**config.mk**
```make
export PLATFORM = sky130hd
export DESIGN_NAME = branch_resolve
export DESIGN_NICKNAME = d
export VERILOG_FILES = /design/src/rtl/branch_resolve.sv
export SDC_FILE = /design/constraint.sdc
export NUM_CORES = 1
export LEC_CHECK = 0
export ABC_AREA = 1
export CELL_PAD_IN_SITES_DETAIL_PLACEMENT = 1
export CELL_PAD_IN_SITES_GLOBAL_PLACEMENT = 1
export CORE_MARGIN = 2
export CORE_UTILIZATION = 36
export DETAILED_ROUTE_END_ITERATION = 6
export GPL_TIMING_DRIVEN = 0
export PLACE_DENSITY_LB_ADDON = 0.12
export SKIP_LAST_GASP = 1
export SLEW_MARGIN = 5
export SYNTH_ARGS = -nofsm -noshare
export SYNTH_HDL_FRONTEND = slang
export SYNTH_SLANG_ARGS = --single-unit
```
**constraint.sdc**
```tcl
create_clock -name clk -period 6.1 [get_ports clk]
set_clock_uncertainty 0.05 [all_clocks]
set_input_delay 1.22 -clock clk [delete_from_list [all_inputs] [get_ports clk]]
set_output_delay 1.22 -clock clk [all_outputs]
set_load 0.02 [all_outputs]
```
**src/rtl/branch_resolve.sv**
```systemverilog
// EX-stage branch resolution: computes the branch target, issues a registered fetch redirect,
// sequences a multi-cycle flush of younger stages and keeps saturating branch statistics.
module branch_resolve #(
    parameter int unsigned FLUSH_CYCLES = 2,
    parameter int unsigned CNT_W        = 16
) (
    input  logic             clk,
    input  logic             reset,
    input  logic             ex_valid,
    input  logic             ex_is_branch,
    input  logic [31:0]      ex_pc,
    input  logic [15:0]      ex_imm16,
    input  logic [31:0]      cmp_s,
    input  logic             stall,
    output logic             redirect,
    output logic [31:0]      redirect_pc,
    output logic             flush,
    output logic             busy,
    output logic [CNT_W-1:0] br_count,
    output logic [CNT_W-1:0] taken_count
);

    typedef enum logic [0:0] {StIdle, StFlush} state_e;

    localparam logic [2:0]       FlushInit = 3'(FLUSH_CYCLES - 1);
    localparam logic [CNT_W-1:0] CntOne    = CNT_W'(1);
    localparam logic [CNT_W-1:0] CntMax    = '1;

    state_e           state_q, state_d;
    logic [2:0]       cnt_q, cnt_d;
    logic             redirect_q, redirect_d;
    logic [31:0]      redirect_pc_q, redirect_pc_d;
    logic             flush_q, flush_d;
    logic             busy_q, busy_d;
    logic [CNT_W-1:0] br_count_q, br_count_d;
    logic [CNT_W-1:0] taken_count_q, taken_count_d;

    logic        acc;
    logic        taken;
    logic [31:0] target;

    // Branches seen outside IDLE belong to squashed instructions and are dropped.
    assign acc    = ex_valid & ex_is_branch & ~stall & (state_q == StIdle);
    assign taken  = acc & cmp_s[0];
    assign target = ex_pc + 32'd4 + {{14{ex_imm16[15]}}, ex_imm16, 2'b00};

    always_comb begin
        state_d       = state_q;
        cnt_d         = cnt_q;
        redirect_d    = redirect_q;
        redirect_pc_d = redirect_pc_q;
        flush_d       = flush_q;
        busy_d        = busy_q;

        if (!stall) begin
            unique case (state_q)
                StIdle: begin
                    redirect_d = 1'b0;
                    flush_d    = 1'b0;
                    busy_d     = 1'b0;
                    if (taken) begin
                        state_d       = StFlush;
                        cnt_d         = FlushInit;
                        redirect_d    = 1'b1;
                        redirect_pc_d = target;
                        flush_d       = 1'b1;
                        busy_d        = 1'b1;
                    end
                end
                StFlush: begin
                    redirect_d = 1'b0;
                    if (cnt_q == 3'd0) begin
                        state_d = StIdle;
                        flush_d = 1'b0;
                        busy_d  = 1'b0;
                    end else begin
                        cnt_d = cnt_q - 3'd1;
                    end
                end
                default: begin
                    state_d = StIdle;
                end
            endcase
        end
    end

    // acc and taken already exclude stalled cycles, so the statistics freeze with the pipe.
    always_comb begin
        br_count_d    = br_count_q;
        taken_count_d = taken_count_q;
        if (acc && (br_count_q != CntMax)) begin
            br_count_d = br_count_q + CntOne;
        end
        if (taken && (taken_count_q != CntMax)) begin
            taken_count_d = taken_count_q + CntOne;
        end
    end

    always_ff @(posedge clk) begin
        if (reset) begin
            state_q       <= StIdle;
            cnt_q         <= 3'd0;
            redirect_q    <= 1'b0;
            redirect_pc_q <= 32'd0;
            flush_q       <= 1'b0;
            busy_q        <= 1'b0;
            br_count_q    <= '0;
            taken_count_q <= '0;
        end else begin
            state_q       <= state_d;
            cnt_q         <= cnt_d;
            redirect_q    <= redirect_d;
            redirect_pc_q <= redirect_pc_d;
            flush_q       <= flush_d;
            busy_q        <= busy_d;
            br_count_q    <= br_count_d;
            taken_count_q <= taken_count_d;
        end
    end

    assign redirect    = redirect_q;
    assign redirect_pc = redirect_pc_q;
    assign flush       = flush_q;
    assign busy        = busy_q;
    assign br_count    = br_count_q;
    assign taken_count = taken_count_q;

endmodule

```
==> metrics.cfg <==
[clock_network]
tritoncts = yes
cts_setup_buffers = 0
numCtsBuffers = 9
clock_latency_ps = 340
cts_resized = 0
clk_pin_slew_ps = 50
htree_levels = 3
numClockSinks = 70
clockBufferDepth = 2
root_buffer = clkbuf_16
hold_buffers = 0

[critical_path]
cp.required_ps = 6280
crit_slowest_cell = clkdlybuf4s50_1
r2r_start = taken_count[0]
worst-path-stages = 12
max_stage_delay_ps = 860
critical_path_arrival_ps = 3840
crit_chain = clkdlybuf4s50_1 -> ha_1 -> ha_1 -> nand2_1 -> nor2_1 -> nand2_1 -> nor2_1 -> nand2_1 -> nand3_1 -> nand2_1 -> nor2_1 -> nor2_1
worst_setup_path_start_kind = input pin
critical_path_class = in -> reg
path_delay_family = simple AND/OR/NAND/NOR gates
crit_buf_inv = 1
worstSetupEndpointType = flop
worstPathMaxFanout = 15
r2r_cells = 8
crit_start = ex_imm16[15]

[final_layout]
final_core_utilization_pct = 48.4
syn_to_final_growth_pct = 31.4
nets = 1165
num_antenna_cells = 0
drive_above_1_share_pct = 3.52
post-route-cell-area_mm2 = 0.00733

[route]
drtAntennaViolNets = 0
wl_per_cell_um = 13.7
wirelength_um = 16600
viasPerCell = 4.83
drt_iter0_drc = 207
dr.pass1.iters = 4
drc = 0
vias = 5848

[worst_hold_path]
hold_class = reg -> reg
hold_depth = 1
min_from = cnt_q[2]

[timing]
finalSetupViolCount = 0
postLayoutSetupSlackWorst_ps = 2440
drv_slew = 0
fin_crit_sh_pct = 60.1
slew-limit-headroom_pct = 58.2
hold_viol_final = 0
fin_setup_tns_ps = 0
finalHoldWorstSlack_ps = 386
fin_crit_ps = 3660
tightest_slew_ps = 626
max_freq_mhz = 273
rsz0062_at_grt = false

[synth]
synth_flop_cell = dfxtp_1
ys_ff_latch = 70
yosysSeqAreaShare_pct = 25.1
netlist_instances = 888
synth_cell_type_count = 32
synth_edf_count = 0
ys.warnings.count = 0
synth.avg_cell_area_um2 = 6.28
synth_area_mm2 = 0.00558
async_flop_share_pct = 0
syn_nets = 1035

[place]
place.port_buffers = 119
placed_cell_area_mm2 = 0.00700
gp_congestion = 0.841
detailedPlace.worstSlack_ps = 2050
place_hpwl_um = 13700

[global_routing]
grt_pass1_vias = 5763
track_usage_pct = 21.2
antenna_found_initial = 0
grt_pass1_wl_um = 28000
overflow = 0
grt_max_degree = 16

[die]
ioPinCount = 152
start_util_pct = 36.8
coreArea_mm2 = 0.0151
dieArea_mm2 = 0.0165
rows = 45
die_w_um = 128
die_y_um = 128

[power]
leakage_nw = 3.60
power-per-cell-area_mw_per_mm2 = 194
ir_worst_vdd_uv = 129

[status]
status = completed

[job]
maxCapViolations = 0

-- registers in the layout, summed over array words and instances, names as in the netlist --
name	cells
busy	1
br_count	16
state_q	1
cnt_q	3
redirect_pc	32
redirect	1
taken_count	16
-- routing by layer --
layer | track usage [%] | share of wire [%] | wire (µm) | up-vias
li1 | - | - | - | 3058
met3 | 2.12 | 2.6 | 438 | 19
met2 | 37.2 | 48 | 8010 | 93
met4 | 6.21 | 1.7 | 275 | 0
met5 | 0 | 0 | 0 | -
met1 | 27.4 | 47 | 7860 | 2678
-- area by class of cell --
type | count | area, µm²
Sequential cell | 70 | 1400
Tap cell | 188 | 235
Buffer | 16 | 85.1
Clock inverter | 5 | 82.6
Clock buffer | 11 | 243
Multi-Input combinational cell | 642 | 3490
Inverter | 160 | 601
Timing Repair Buffer | 119 | 1190
Fill cell | 1998 | 7820
-- Yosys cell counts, types with 3 or more instances --
| library cell | n | area share [%] |
|---|---|---|
| nor2_1 | 72 | 4.8 |
| o21a_1 | 14 | 1.9 |
| o21ai_0 | 32 | 2.9 |
| buf_4 | 3 | 0.40 |
| nand2_2 | 3 | 0.34 |
| nand3_1 | 63 | 5.7 |
| a21o_1 | 5 | 0.67 |
| nand4_1 | 10 | 1.1 |
| nand2_1 | 272 | 18 |
| a21oi_1 | 50 | 4.5 |
| o21bai_1 | 10 | 1.3 |
| clkbuf_1 | 7 | 0.47 |
| ha_1 | 61 | 14 |
| xnor2_1 | 6 | 0.94 |
| a31oi_1 | 3 | 0.34 |
| nor3_1 | 9 | 0.81 |
| dfxtp_1 | 70 | 25 |
| o21ai_1 | 3 | 0.27 |
| xor2_1 | 16 | 2.5 |
| buf_2 | 5 | 0.45 |
| inv_1 | 158 | 11 |
-- cells by family after synthesis --
family | synth area share, %
flops | 25.1
buf+inv | 12.3
compound gates | 12.2
fa+ha+maj | 14.0
xor+xnor | 3.45
simple gates | 32.9
-- worst register-to-register path, stage by stage (launching register included) --
cell and delay, ps:
dfxtp_1 440, ha_1 250, nand3_1 130, nor3_2 210, nand3_1 180, nand2_4 140
buf_6 160, o21ai_1 60, nor3b_1 130
-- through the flow --
step,total power [mW],instances
after floorplan,0.726,888
after global placement,0.855,1195
after detailed placement,0.859,1195
after CTS,1.43,1211
after global routing,1.50,1211
final,1.42,1211
-- cells in the final DEF, fill, tap and decap left out, types with 6 or more instances in the layout --
master,synthesis,layout
nand3_1,63,63
inv_1,158,158
nor2_1,72,72
xor2_1,16,16
o21a_1,14,14
clkbuf_1,7,8
nor3_1,9,9
clkdlybuf4s50_1,0,119
clkbuf_16,0,9
ha_1,61,61
nand2_1,272,272
dfxtp_1,70,70
nand4_1,10,10
a21oi_1,50,50
o21ai_0,32,32
xnor2_1,6,6
o21bai_1,10,10
-- final timing paths --
kind	end	slack [ps]
worst max-delay path	redirect_pc[30]	2440
worst min-delay path	cnt_q[2]	390
worst max register to register	taken_count[5]	4200
worst min register to register	cnt_q[2]	390
-- report_power, final --
group | switching, mW | internal (mW)
Sequential | 0.00629 | 0.467
Combinational | 0.225 | 0.149
Clock | 0.202 | 0.369
Total | 0.434 | 0.985
No activity file was read; power rests on OpenSTA's default activity.
